===== src/rtl/slice_output_stage_if.sv =====
// rtl/slice_output_stage_if.sv - data and serial-config signals of the slice output stage
// Optional sclr signal is present only with SLICE_OUT_SYNC_CLR_EN defined.
interface slice_output_stage_if #(
  parameter int INPUTS = 4
);
  logic [INPUTS-1:0] S;
  logic              Co;
  logic [INPUTS-1:0] lut_out;
  logic              ce;
  logic              cfg_en;
  logic              cfg_in;
  logic              cfg_out;
  logic [INPUTS-1:0] out;
  logic              co_out;
  logic              cfg_done;
  logic              cfg_err;
`ifdef SLICE_OUT_SYNC_CLR_EN
  logic              sclr;
`endif

  modport master (
    output S, Co, lut_out, ce, cfg_en, cfg_in,
`ifdef SLICE_OUT_SYNC_CLR_EN
    output sclr,
`endif
    input  cfg_out, out, co_out, cfg_done, cfg_err
  );

  modport slave (
    input  S, Co, lut_out, ce, cfg_en, cfg_in,
`ifdef SLICE_OUT_SYNC_CLR_EN
    input  sclr,
`endif
    output cfg_out, out, co_out, cfg_done, cfg_err
  );
endinterface


===== src/rtl/slice_output_stage.sv =====
// rtl/slice_output_stage.sv - configurable slice output stage with serial config chain
// SLICE_OUT_SYNC_CLR_EN adds a synchronous clear (sclr) reloading the init values.
module slice_output_stage #(
  parameter int INPUTS = 4
) (
  input  logic                 clk,
  input  logic                 rst_n,
  slice_output_stage_if.slave  bus
);
  localparam int CFG_BITS = 3 * INPUTS + 1;
  localparam int CNT_W    = $clog2(CFG_BITS + 1);
  localparam logic [CNT_W-1:0] CNT_FULL = CNT_W'(CFG_BITS);

  localparam logic [1:0] ST_UNCONFIG = 2'd0;
  localparam logic [1:0] ST_LOADING  = 2'd1;
  localparam logic [1:0] ST_ACTIVE   = 2'd2;

  logic [1:0]          state;
  logic [CFG_BITS-1:0] cfg_q;
  logic [CNT_W-1:0]    shift_cnt;
  logic                cfg_err_q;
  logic [INPUTS-1:0]   q;
  logic                co_q;

  logic [INPUTS-1:0]   sel_sum;
  logic [INPUTS-1:0]   reg_en;
  logic [INPUTS-1:0]   init;
  logic                co_reg_en;
  logic [INPUTS-1:0]   d;
  logic                active;
  logic                load_done;

  always_comb begin
    sel_sum   = '0;
    reg_en    = '0;
    init      = '0;
    co_reg_en = cfg_q[0];
    for (int i = 0; i < INPUTS; i++) begin
      sel_sum[i] = cfg_q[1 + 3 * i];
      reg_en[i]  = cfg_q[2 + 3 * i];
      init[i]    = cfg_q[3 + 3 * i];
    end
  end

  assign active    = (state == ST_ACTIVE);
  assign load_done = (state == ST_LOADING) && !bus.cfg_en && (shift_cnt == CNT_FULL);
  assign d         = (sel_sum & bus.S) | (~sel_sum & bus.lut_out);

  always_ff @(posedge clk or negedge rst_n) begin
    if (!rst_n) begin
      cfg_q <= '0;
    end else if (bus.cfg_en) begin
      cfg_q <= {bus.cfg_in, cfg_q[CFG_BITS-1:1]};
    end
  end

  // The shift that opens a load is counted, so the counter restarts at 1.
  always_ff @(posedge clk or negedge rst_n) begin
    if (!rst_n) begin
      state     <= ST_UNCONFIG;
      shift_cnt <= '0;
      cfg_err_q <= 1'b0;
    end else begin
      case (state)
        ST_UNCONFIG, ST_ACTIVE: begin
          if (bus.cfg_en) begin
            state     <= ST_LOADING;
            shift_cnt <= CNT_W'(1);
          end
        end
        ST_LOADING: begin
          if (bus.cfg_en) begin
            if (shift_cnt != CNT_FULL) begin
              shift_cnt <= shift_cnt + CNT_W'(1);
            end
          end else if (shift_cnt == CNT_FULL) begin
            state     <= ST_ACTIVE;
            cfg_err_q <= 1'b0;
          end else begin
            state     <= ST_UNCONFIG;
            cfg_err_q <= 1'b1;
          end
        end
        default: state <= ST_UNCONFIG;
      endcase
    end
  end

  // A reconfiguration request in ACTIVE takes priority over ce.
  always_ff @(posedge clk or negedge rst_n) begin
    if (!rst_n) begin
      q    <= '0;
      co_q <= 1'b0;
    end else if (load_done) begin
      q    <= init;
      co_q <= 1'b0;
    end else if (active && !bus.cfg_en) begin
`ifdef SLICE_OUT_SYNC_CLR_EN
      if (bus.sclr) begin
        q    <= init;
        co_q <= 1'b0;
      end else
`endif
      if (bus.ce) begin
        q    <= d;
        co_q <= bus.Co;
      end
    end
  end

  assign bus.out      = active ? ((reg_en & q) | (~reg_en & d)) : '0;
  assign bus.co_out   = active ? (co_reg_en ? co_q : bus.Co) : 1'b0;
  assign bus.cfg_out  = cfg_q[0];
  assign bus.cfg_done = active;
  assign bus.cfg_err  = cfg_err_q;
endmodule


===== src/flat_wrapper.sv =====
// flat-port wrapper written by rule: the top's interface ports become plain ports
module slice_output_stage_flat 
#(
  parameter int INPUTS = 4
)
  (clk, rst_n, bus_S, bus_Co, bus_lut_out, bus_ce, bus_cfg_en, bus_cfg_in, bus_cfg_out, bus_out, bus_co_out, bus_cfg_done, bus_cfg_err);
  slice_output_stage_if #(.INPUTS(INPUTS)) bus_i ();
  input  logic clk;
  input  logic rst_n;
  input wire logic [$bits(bus_i.S)-1:0] bus_S;
  input wire logic [$bits(bus_i.Co)-1:0] bus_Co;
  input wire logic [$bits(bus_i.lut_out)-1:0] bus_lut_out;
  input wire logic [$bits(bus_i.ce)-1:0] bus_ce;
  input wire logic [$bits(bus_i.cfg_en)-1:0] bus_cfg_en;
  input wire logic [$bits(bus_i.cfg_in)-1:0] bus_cfg_in;
  output wire logic [$bits(bus_i.cfg_out)-1:0] bus_cfg_out;
  output wire logic [$bits(bus_i.out)-1:0] bus_out;
  output wire logic [$bits(bus_i.co_out)-1:0] bus_co_out;
  output wire logic [$bits(bus_i.cfg_done)-1:0] bus_cfg_done;
  output wire logic [$bits(bus_i.cfg_err)-1:0] bus_cfg_err;
  assign bus_i.S = bus_S;
  assign bus_i.Co = bus_Co;
  assign bus_i.lut_out = bus_lut_out;
  assign bus_i.ce = bus_ce;
  assign bus_i.cfg_en = bus_cfg_en;
  assign bus_i.cfg_in = bus_cfg_in;
  assign bus_cfg_out = bus_i.cfg_out;
  assign bus_out = bus_i.out;
  assign bus_co_out = bus_i.co_out;
  assign bus_cfg_done = bus_i.cfg_done;
  assign bus_cfg_err = bus_i.cfg_err;
  slice_output_stage #(.INPUTS(INPUTS)) u_core (.clk(clk), .rst_n(rst_n), .bus(bus_i));
endmodule

===== config.mk =====
export PLATFORM = sky130hd
export DESIGN_NAME = slice_output_stage_flat
export DESIGN_NICKNAME = d
export VERILOG_FILES = /design/src/rtl/slice_output_stage_if.sv /design/src/rtl/slice_output_stage.sv /design/src/flat_wrapper.sv
export SDC_FILE = /design/constraint.sdc
export NUM_CORES = 1
export LEC_CHECK = 0
export CAP_MARGIN = 40
export CORE_MARGIN = 2
export CORE_UTILIZATION = 34
export CTS_CLUSTER_DIAMETER = 30
export DETAILED_ROUTE_END_ITERATION = 7
export GPL_ROUTABILITY_DRIVEN = 0
export HOLD_SLACK_MARGIN = 0.03
export MAX_ROUTING_LAYER = met4
export PLACE_DENSITY = 0.57
export SLEW_MARGIN = 20
export SYNTH_ARGS = -nofsm -noshare
export SYNTH_HDL_FRONTEND = slang
export SYNTH_SLANG_ARGS = --single-unit

===== constraint.sdc =====
create_clock -name clk -period 3.6 [get_ports clk]
set_clock_uncertainty 0.05 [all_clocks]
set_input_delay 1.08 -clock clk [delete_from_list [all_inputs] [get_ports clk]]
set_output_delay 1.08 -clock clk [all_outputs]
set_load 0.01 [all_outputs]

==> results.toml <==
[worst_setup_path]
cp-startpoint = "bus_S[3]"
crit_path_start_kind = "input pin"
crit-reg2reg-capture = "u_core.q[0]$_DFFE_PN0P_"
cpMaxStageDelayCell = "clkdlybuf4s50_1"
path_class = "in2out"
worstPathArrival_ps = 2410
reg2reg_slack_ps = 1960
reg2reg_depth = 4
critPathMaxFanout = 2
cp_cell_sequence = "clkdlybuf4s50_1 > mux2_2 > mux2i_1 > nor2_1 > clkdlybuf4s50_1"
slowest_delay_ps = 480
cp-endpoint = "bus_out[3]"
end_kind = "output port"
crit_path_frequent_cell = "clkdlybuf4s50_1"
reg2reg_from = "u_core.shift_cnt[0]$_DFFE_PN0P_"
worstPathRequired_ps = 2470

[placed_design]
dp_cells = 163
portBuffers = 21
hpwl_um = 1720

[timing]
slew_violations = 0
period_minus_slack_ps = 3540
whs_ps = 474
worst_pin_slew_ps = 434
finalHoldViolCount = 0
max_slew_margin = 0.710
fmax_mhz = 283
tns_ps = 0
fin_crit_sh = 0.982
setup_viol = 0
rsz0062_at_grt = "false"

[route]
drc = 0
dr.first_iter.drc_count = 55
routed_wl_um = 2440
route.vias.total = 844
drt.antenna.violating_nets = 0
via_per_inst = 5.05
firstDrtPassIters = 3
avgRoutedWirePerCell_um = 14.6

[global_routing]
overflow = 0
first_global_vias = 870
grt_first_pass_wirelength_um = 4090
grtUsageTotal = 0.138
grt_max_degree = 26
antenna_found_initial = 0

[floorplanning]
initial_utilization = 0.360
core-area_um2 = 3390
rows = 21
die_x_um = 63.9
dieArea_um2 = 4090
num_io_pins = 22
die_h_um = 63.9

[finish]
fin_nets = 138
drive_gt1_frac = 0.215
syn2layout_area_growth_pct = 23.4
finalNonFillerCells = 167
antennaDiodeCount = 0

[clock_network]
cts_sinks = 25
clockBufferDepth = 2
cts_tree = "done"
cts_setup_buffers = 0
cts_max_level = 1
clock_latency_ps = 320
cts_buffers = 3
cts_root_buffer = "clkbuf_4"
ctsHoldBuffers = 0
clk_pin_slew_ps = 140

[logic_synthesis]
synth_top_area_frac = 0.512
yosys_warnings = 0
ys_ff_latch = 25
ys_seq_area_frac = 0.512
yosysTopAreaCell = "dfrtp_1"
syn-cell-area_um2 = 1220
syn_area_per_cell_um2 = 12.6
ys_types = 30
synth_ff_type = "dfrtp_1"
syn_nets = 113
synthCells = 97
synth_edf_count = 0
ys_top_cells_by_area = "dfrtp_1 51%, mux2_2 16%, mux2i_1 4.9%"
ys_async_sr_fraction = 1.00

[pwr]
ir_drop_uv = 181
power_leakage_nw = 0.708
power_density_nw_per_um2 = 457

[run_status]
status = "finished, final reports clean"

[hold_path]
hold_path.class = "reg2reg"

[flow_run]
max_cap_violations = 0
## worst min path at each step
stage,from,depth (start not counted),end,slack [ps]
6_report,u_core.bus.cfg_err$_DFFE_PN0P_,2,u_core.bus.cfg_err$_DFFE_PN0P_,470
5_1_grt,u_core.shift_cnt[2]$_DFFE_PN0P_,1,u_core.shift_cnt[2]$_DFFE_PN0P_,510
4_1_cts,u_core.bus.cfg_err$_DFFE_PN0P_,2,u_core.bus.cfg_err$_DFFE_PN0P_,480
3_5_place_dp,u_core.q[3]$_DFFE_PN0P_,1,u_core.q[3]$_DFFE_PN0P_,450
3_3_place_gp,u_core.bus.cfg_err$_DFFE_PN0P_,2,u_core.bus.cfg_err$_DFFE_PN0P_,450
2_1_floorplan,u_core.shift_cnt[2]$_DFFE_PN0P_,1,u_core.shift_cnt[2]$_DFFE_PN0P_,420
## metrics by stage
stage | area (µm²) | total power [W] | setup WS [ps] | util
final | 1510 | 0.000689 | 63.9 | 0.444
after global routing | 1510 | 0.000737 | 9.47 | 0.444
after CTS | 1500 | 0.000698 | 27.7 | 0.443
after detailed placement | 1480 | 0.000572 | 0.0389 | 0.436
after global placement | 1480 | 0.000565 | 28.2 | 0.436
after floorplan | 1220 | 0.000509 | 944 | -
## synthesized netlist by cell type (2+ instances only)
cell and instances:
a21o_1 2, a21oi_1 3, a221o_1 4, and2b_1 2
and4b_1 2, buf_6 2, dfrtp_1 25, ha_1 2
inv_1 3, mux2_2 17, mux2i_1 6, nand2b_1 2
nor2_1 8, nor2b_1 3
## area by class of cell
class	instances	area, µm²
clock buffer	4	26.3
fill	324	1880
inverter	4	15.0
multi-input combinational	65	553
sequential	25	626
tap	46	57.6
timing repair buffer	23	229
## critical path: cells and delay by family
kind                   cells  cell delay (ps)
buffers and inverters      2              870
multiplexers               2              400
AND/OR/NAND/NOR            1               50
## power breakdown
part | total, W | internal [W] | switching [W]
Clock | 0.000126 | 0.0000434 | 0.0000829
Sequential | 0.000401 | 0.000345 | 0.0000557
Combinational | 0.000162 | 0.000110 | 0.0000519
Total | 0.000689 | 0.000499 | 0.000190
## cell usage in the layout (no fill, tap or decap), drive strengths merged
cell and count:
mux2 17, nor3b 1, a311oi 1, dfrtp 25, o22ai 1, o21ai 1, nor3 1, clkbuf 4
and2 1, and2b 2, nand4bb 1, a21oi 3, inv 4, clkdlybuf4s50 18, or3 1, a21o 2
mux2i 6, o21bai 1, nor2 8, nand2b 2, a221o 4, buf 2, and4b 2, ha 2
dlymetal6s2s 2, dlygate4sd2 1, nor2b 3, a21boi 2, and3 1, nand2 1, o41ai 1
## state kept, by name, summed over array words and instances (netlist names)
register / count
u_core.cfg_q: 13
u_core.q: 4
u_core.shift_cnt: 4
u_core.state: 2
u_core.bus.cfg_err: 1
u_core.co_q: 1
## what timing repair did
| action | in CTS | in global routing |
|---|---|---|
| setup endpoints to repair | 1 | 2 |
| resized for setup | 1 | 2 |
| cloned | 0 | 0 |
## cell families after synthesis
kind of cell / synth area share
DFF: 0.512
muxes: 0.206
adders and majority gates: 0.0205
and+or+nand+nor: 0.127
buffers and inverters: 0.0348
AOI/OAI and AO/OA: 0.0994
## routing by layer
layer | vias to the layer above | GRT usage | wire, µm
met4 | 0 | 0.0707 | 46
met3 | 5 | 0.0264 | 80
met1 | 425 | 0.158 | 1080
met2 | 16 | 0.230 | 1240
li1 | 398 | - | -
met5 | - | - | 0
(Power assumes the default switching activity.)
==> RTL change 1: new RTL, same settings <==
Reset style: synchronous (`rst_n`), changed in 3 clocked blocks.
--- a/src/rtl/slice_output_stage.sv
+++ b/src/rtl/slice_output_stage.sv
@@ -48,3 +48,3 @@
 
-  always_ff @(posedge clk or negedge rst_n) begin
+  always_ff @(posedge clk) begin
     if (!rst_n) begin
@@ -57,3 +57,3 @@
   // The shift that opens a load is counted, so the counter restarts at 1.
-  always_ff @(posedge clk or negedge rst_n) begin
+  always_ff @(posedge clk) begin
     if (!rst_n) begin
@@ -89,3 +89,3 @@
   // A reconfiguration request in ACTIVE takes priority over ce.
-  always_ff @(posedge clk or negedge rst_n) begin
+  always_ff @(posedge clk) begin
     if (!rst_n) begin
Check against the original RTL: differs if rst_n is asserted again (counterexample within 4 cycles, from zero or initial values and one cycle with rst_n low); with rst_n held inactive, the same outputs for 10 cycles.
==> RTL change 1 against the original RTL <==
Setup slack improved by 0.16 ns; wire length decreased by 5.6%; synthesized area decreased by 5.6%; sequential cell count unchanged; design area decreased by 5.0%; highest routed layer unchanged; largest cell class is now multi-input gates; register-to-register slack improved by 0.16 ns.
Power is not compared: it rests on default switching activity, and its combinational part moved more than twofold at a synthesized area within 25%.
==> RTL change 1: results (changes against the original RTL) <==
stage,metric,value,unit,change
global_route,met3 Use GR,0.0290,,+0.00258
global_route,grt total ovfl,0,,unchanged
route,Top Layer Used,met4,,
global_route,first-pass GRT wire length,4020,microns,-1.7%
cts,CTS Buffer Depth,2,,unchanged
critical_path,reg2reg path depth,5,,+1
critical_path,R2R Setup Slk,2.12,ns,+0.16 ns
logic_synthesis,register area share after synthesis,0.434,,-0.0780
route,vias per std cell,4.91,,-2.8%
logic_synthesis,Post-Synthesis Cells,119,,+23%
sta,fin. max-slew vios,0,,unchanged
cts,clk root buf,clkbuf_4,,
route,DRT iter0 DRCs,39,,-29%
route,drt wl/cell,12.4,microns,-15%
cts,Clock Pin Slew Worst Setup and Hold Paths,0.13,ns,
global_route,met1 Use GR,0.148,,-0.0106
route,Post-Route M1 WL,1040,microns,-3.5%
logic_synthesis,post-synth cell types,33,,+10%
placement,dpl ws,0.0241,ns,+0.0241 ns
route,Pre-Repair DR Iteration Count,4,,+1
critical_path,RR Startpoint,u_core.shift_cnt[1],,
logic_synthesis,Syn Nets,135,,+19%
route,met3 WL,99,microns,+24%
global_route,largest net degree at the start of global routing,21,,-19%
worst_hold_path,hold_sp,u_core.cfg_q[6],,
critical_path,max incr delay on CP,0.54,ns,+0.06 ns
route,post-route ant nets,0,,unchanged
cts,Post-CTS Resized,0,,-1
worst_hold_path,hold worst-path end,u_core.q[1],,
placement,dpl cells,182,,+12%
logic_synthesis,commonest cells in the synthesized netlist,"dfxtp_1, mux2i_1, nor2_1",,
sta,hold_ws,0.449,ns,-0.0244 ns
placement,Detailed Place HPWL,1680,microns,-2.3%
critical_path,Critical Path Sink,bus_co_out,,
global_route,vias in the first global route,910,,+4.6%
power_and_ir_drop,worst vdd ir,0.135,mV,
critical_path,critical path arrival,2.25,ns,-0.16 ns
critical_path,crit-path leading delay family,buffers and inverters,,
cts,worst skew pair latency,0.31,ns,
sta,relative slew slack,0.778,,+0.0677
route,met2 wire len,1150,microns,-7.4%
logic_synthesis,synth top area cells,"dfxtp_1, mux2i_1, nor2_1, mux2_2, ha_1",,
worst_hold_path,hold depth,2,,unchanged
global_route,routing usage on met2,0.232,,+0.00187
sta,fin crit period,3.38,ns,-0.159 ns
critical_path,FF-to-FF End,u_core.q[0],,
cts,postcts setup bufs,0,,unchanged
final_layout,nets,157,,+14%
global_route,total track usage,0.132,,-0.00619
final_layout,share of post-route cells with drive strength above 1,0.0786,,-0.136
power_and_ir_drop,Leak,0.000601,uW,
logic_synthesis,Post-synth ARST share,0,,-1.00
critical_path,Crit. Startpoint,bus_Co,,
global_route,initial antenna violation count,0,,unchanged
final_layout,biggest regs,"u_core.cfg_q: 13 flops, u_core.q: 4 flops, u_core.shift_cnt: 4 flops",,
placement,placed cell areas,1400,sq um,-5.5%
placement,Port Buffer Count,21,,unchanged
route,Post-Route WL,2310,microns,-5.6%
outcome,result of the run,completed,,
==> RTL change 1: final cells by class <==
| class | count | area [sq um] |
|---|---|---|
| fill | 334 | 1850 |
| timing repair buffer | 22 | 228 |
| inverter | 4 | 15.0 |
| clock buffer | 4 | 26.3 |
| multi-input combinational | 85 | 604 |
| tap | 46 | 57.6 |
| sequential | 25 | 500 |
==> RTL change 1: where the power goes <==
part | internal [uW] | total [uW] | switching [uW]
registers | 280 | 285 | 4.60
logic | 24.4 | 42.9 | 18.5
clock network | 43.2 | 123 | 79.5
==> RTL change 1: worst register-to-register path, cell delays in order, from the launching register on <==
cell and delay, ns:
dfxtp_1 0.43, inv_1 0.06, ha_1 0.18, and3_1 0.23, a31o_2 0.30, o22ai_1 0.16
==> RTL change 1: cell families after synthesis <==
group,count (synthesis),share of synthesized area
AOI/OAI and AO/OA,14,0.0771
adders and majority gates,2,0.0217
buffers and inverters,9,0.0413
DFF,25,0.434
muxes,27,0.239
and+or+nand+nor,42,0.187
==> RTL change 2: new RTL, same flow settings <==
Made on the original files. `INPUTS` is set to 4 in 3 places; all go to 2.
--- a/src/rtl/slice_output_stage_if.sv
+++ b/src/rtl/slice_output_stage_if.sv
@@ -3,3 +3,3 @@
 interface slice_output_stage_if #(
-  parameter int INPUTS = 4
+  parameter int INPUTS = 2
 );
--- a/src/rtl/slice_output_stage.sv
+++ b/src/rtl/slice_output_stage.sv
@@ -3,3 +3,3 @@
 module slice_output_stage #(
-  parameter int INPUTS = 4
+  parameter int INPUTS = 2
 ) (
--- a/src/flat_wrapper.sv
+++ b/src/flat_wrapper.sv
@@ -3,3 +3,3 @@
 #(
-  parameter int INPUTS = 4
+  parameter int INPUTS = 2
 )
Interface: changed (resized bus_S, bus_lut_out and bus_out); port bits go from 22 to 16. No check against the original RTL was run, so the function may have changed too.
==> RTL change 2 against the original RTL <==
Sequential cell count is 9 lower; critical endpoint is now bus_out[0]; wire length is 41% lower; non-clock buffer count is 6 lower; maximum frequency is 0.57% higher; first-iteration DRC count is 96% lower; design area is 33% lower; hold slack worse by 0.034 ns; total power is 30% lower; synthesized area is 36% lower; setup slack better by 0.020 ns; sequential power is 37% lower; clock power is 7% lower; largest power group unchanged.
==> RTL change 2: results (changes against the original RTL) <==
stage,metric,value,unit,change
outcome,result of the run,completed,,
cts,worst skew pair latency,0.28,ns,-0.04 ns
route,drt wl/cell,12.7,microns,-13%
global_route,vias in the first global route,532,,-39%
route,Post-Route M1 WL,727,microns,-33%
final_layout,Synth-to-Final Area Change,28.8,%,
logic_synthesis,synth top area cells,"dfrtp_1, mux2_2, mux2i_1, and4bb_2, ha_1",,
final_layout,fraction of area in multi-input gates,0.351,,-0.0160
final_layout,nets,98,,-29%
route,met2 wire len,604,microns,-51%
placement,placed cell areas,955,sq um,-35%
final_layout,clk tree area frac,0.0360,,+0.0185
global_route,total track usage,0.131,,-0.00780
global_route,met1 Use GR,0.163,,+0.00509
placement,Detailed Place HPWL,954,microns,-44%
power_and_ir_drop,P_int,353,uW,-29%
power_and_ir_drop,Comb. pwr,113,uW,-30%
final_layout,non-clk buf share,0.174,,+0.0217
placement,Port Buffer Count,15,,-29%
route,DRT iter0 DRCs,2,,-96%
final_layout,number of fillers in the final layout,201,,-38%
logic_synthesis,synthesized flop and latch total,16,,-36%
sta,Least-Margin Pin Slew,0.292,ns,-0.142 ns
logic_synthesis,register area share after synthesis,0.511,,-0.00111
route,Pre-Repair DR Iteration Count,2,,-1
final_layout,Inverters,2,,-2
power_and_ir_drop,P_seq,251,uW,-37%
logic_synthesis,commonest cells in the synthesized netlist,"dfrtp_1, mux2_2, mux2i_1",,
power_and_ir_drop,Leak,0.000451,uW,-36%
global_route,largest net degree at the start of global routing,17,,-35%
placement,dpl ws,0.0541,ns,+0.0541 ns
route,met3 WL,91,microns,+14%
final_layout,share of post-route cells with drive strength above 1,0.200,,-0.0149
cts,postcts setup bufs,0,,unchanged
logic_synthesis,Syn Nets,79,,-30%
global_route,met3 Use GR,0.0546,,+0.0282
global_route,first-pass GRT wire length,2460,microns,-40%
logic_synthesis,post-synth cell types,20,,-33%
cts,Clock Pin Slew Worst Setup and Hold Paths,0.09,ns,-0.05 ns
cts,Post-CTS Resized,0,,-1
global_route,routing usage on met2,0.181,,-0.0490
logic_synthesis,synthesized area per cell,11.7,sq um,-7.1%
critical_path,critical path arrival,2.39,ns,-0.02 ns
final_layout,comb_multi_in,46,,-29%
placement,dpl cells,108,,-34%
final_layout,sequential share of cell area,0.397,,-0.0183
final_layout,Non-clk bufs,17,,-26%
route,vias,553,,-34%
[RTL change 2: cell count changes after synthesis, moves of 3 or more]
cell / change
o21ai_1: +3
mux2_2: -8
nand2_1: +4
nor2_1: -3
dfrtp_1: -9
a221o_1: -4
nor2b_1: -3
[RTL change 2: cells by family (layout without fill, tap and decap cells)]
family                   count (synthesis)  count (layout)  share of synthesized area
AND/OR/NAND/NOR                         16              16                      0.112
flip-flops                              16              16                      0.511
adder cells (fa/ha/maj)                  2               2                     0.0319
AO/OA/AOI/OAI                           13              13                      0.102
multiplexers                            15              15                      0.206
buffers and inverters                    5              23                     0.0367
[RTL change 2: final timing paths]
kind                                     start                  to  slack (ns)
max reg2reg                u_core.shift_cnt[0]     u_core.state[1]        2.08
min in group asynchronous                rst_n     u_core.cfg_q[0]        0.94
min                         u_core.bus.cfg_err  u_core.bus.cfg_err        0.44
max in group asynchronous                rst_n         u_core.co_q        2.22
max                                   bus_S[0]          bus_out[0]        0.08
min reg2reg                 u_core.bus.cfg_err  u_core.bus.cfg_err        0.44
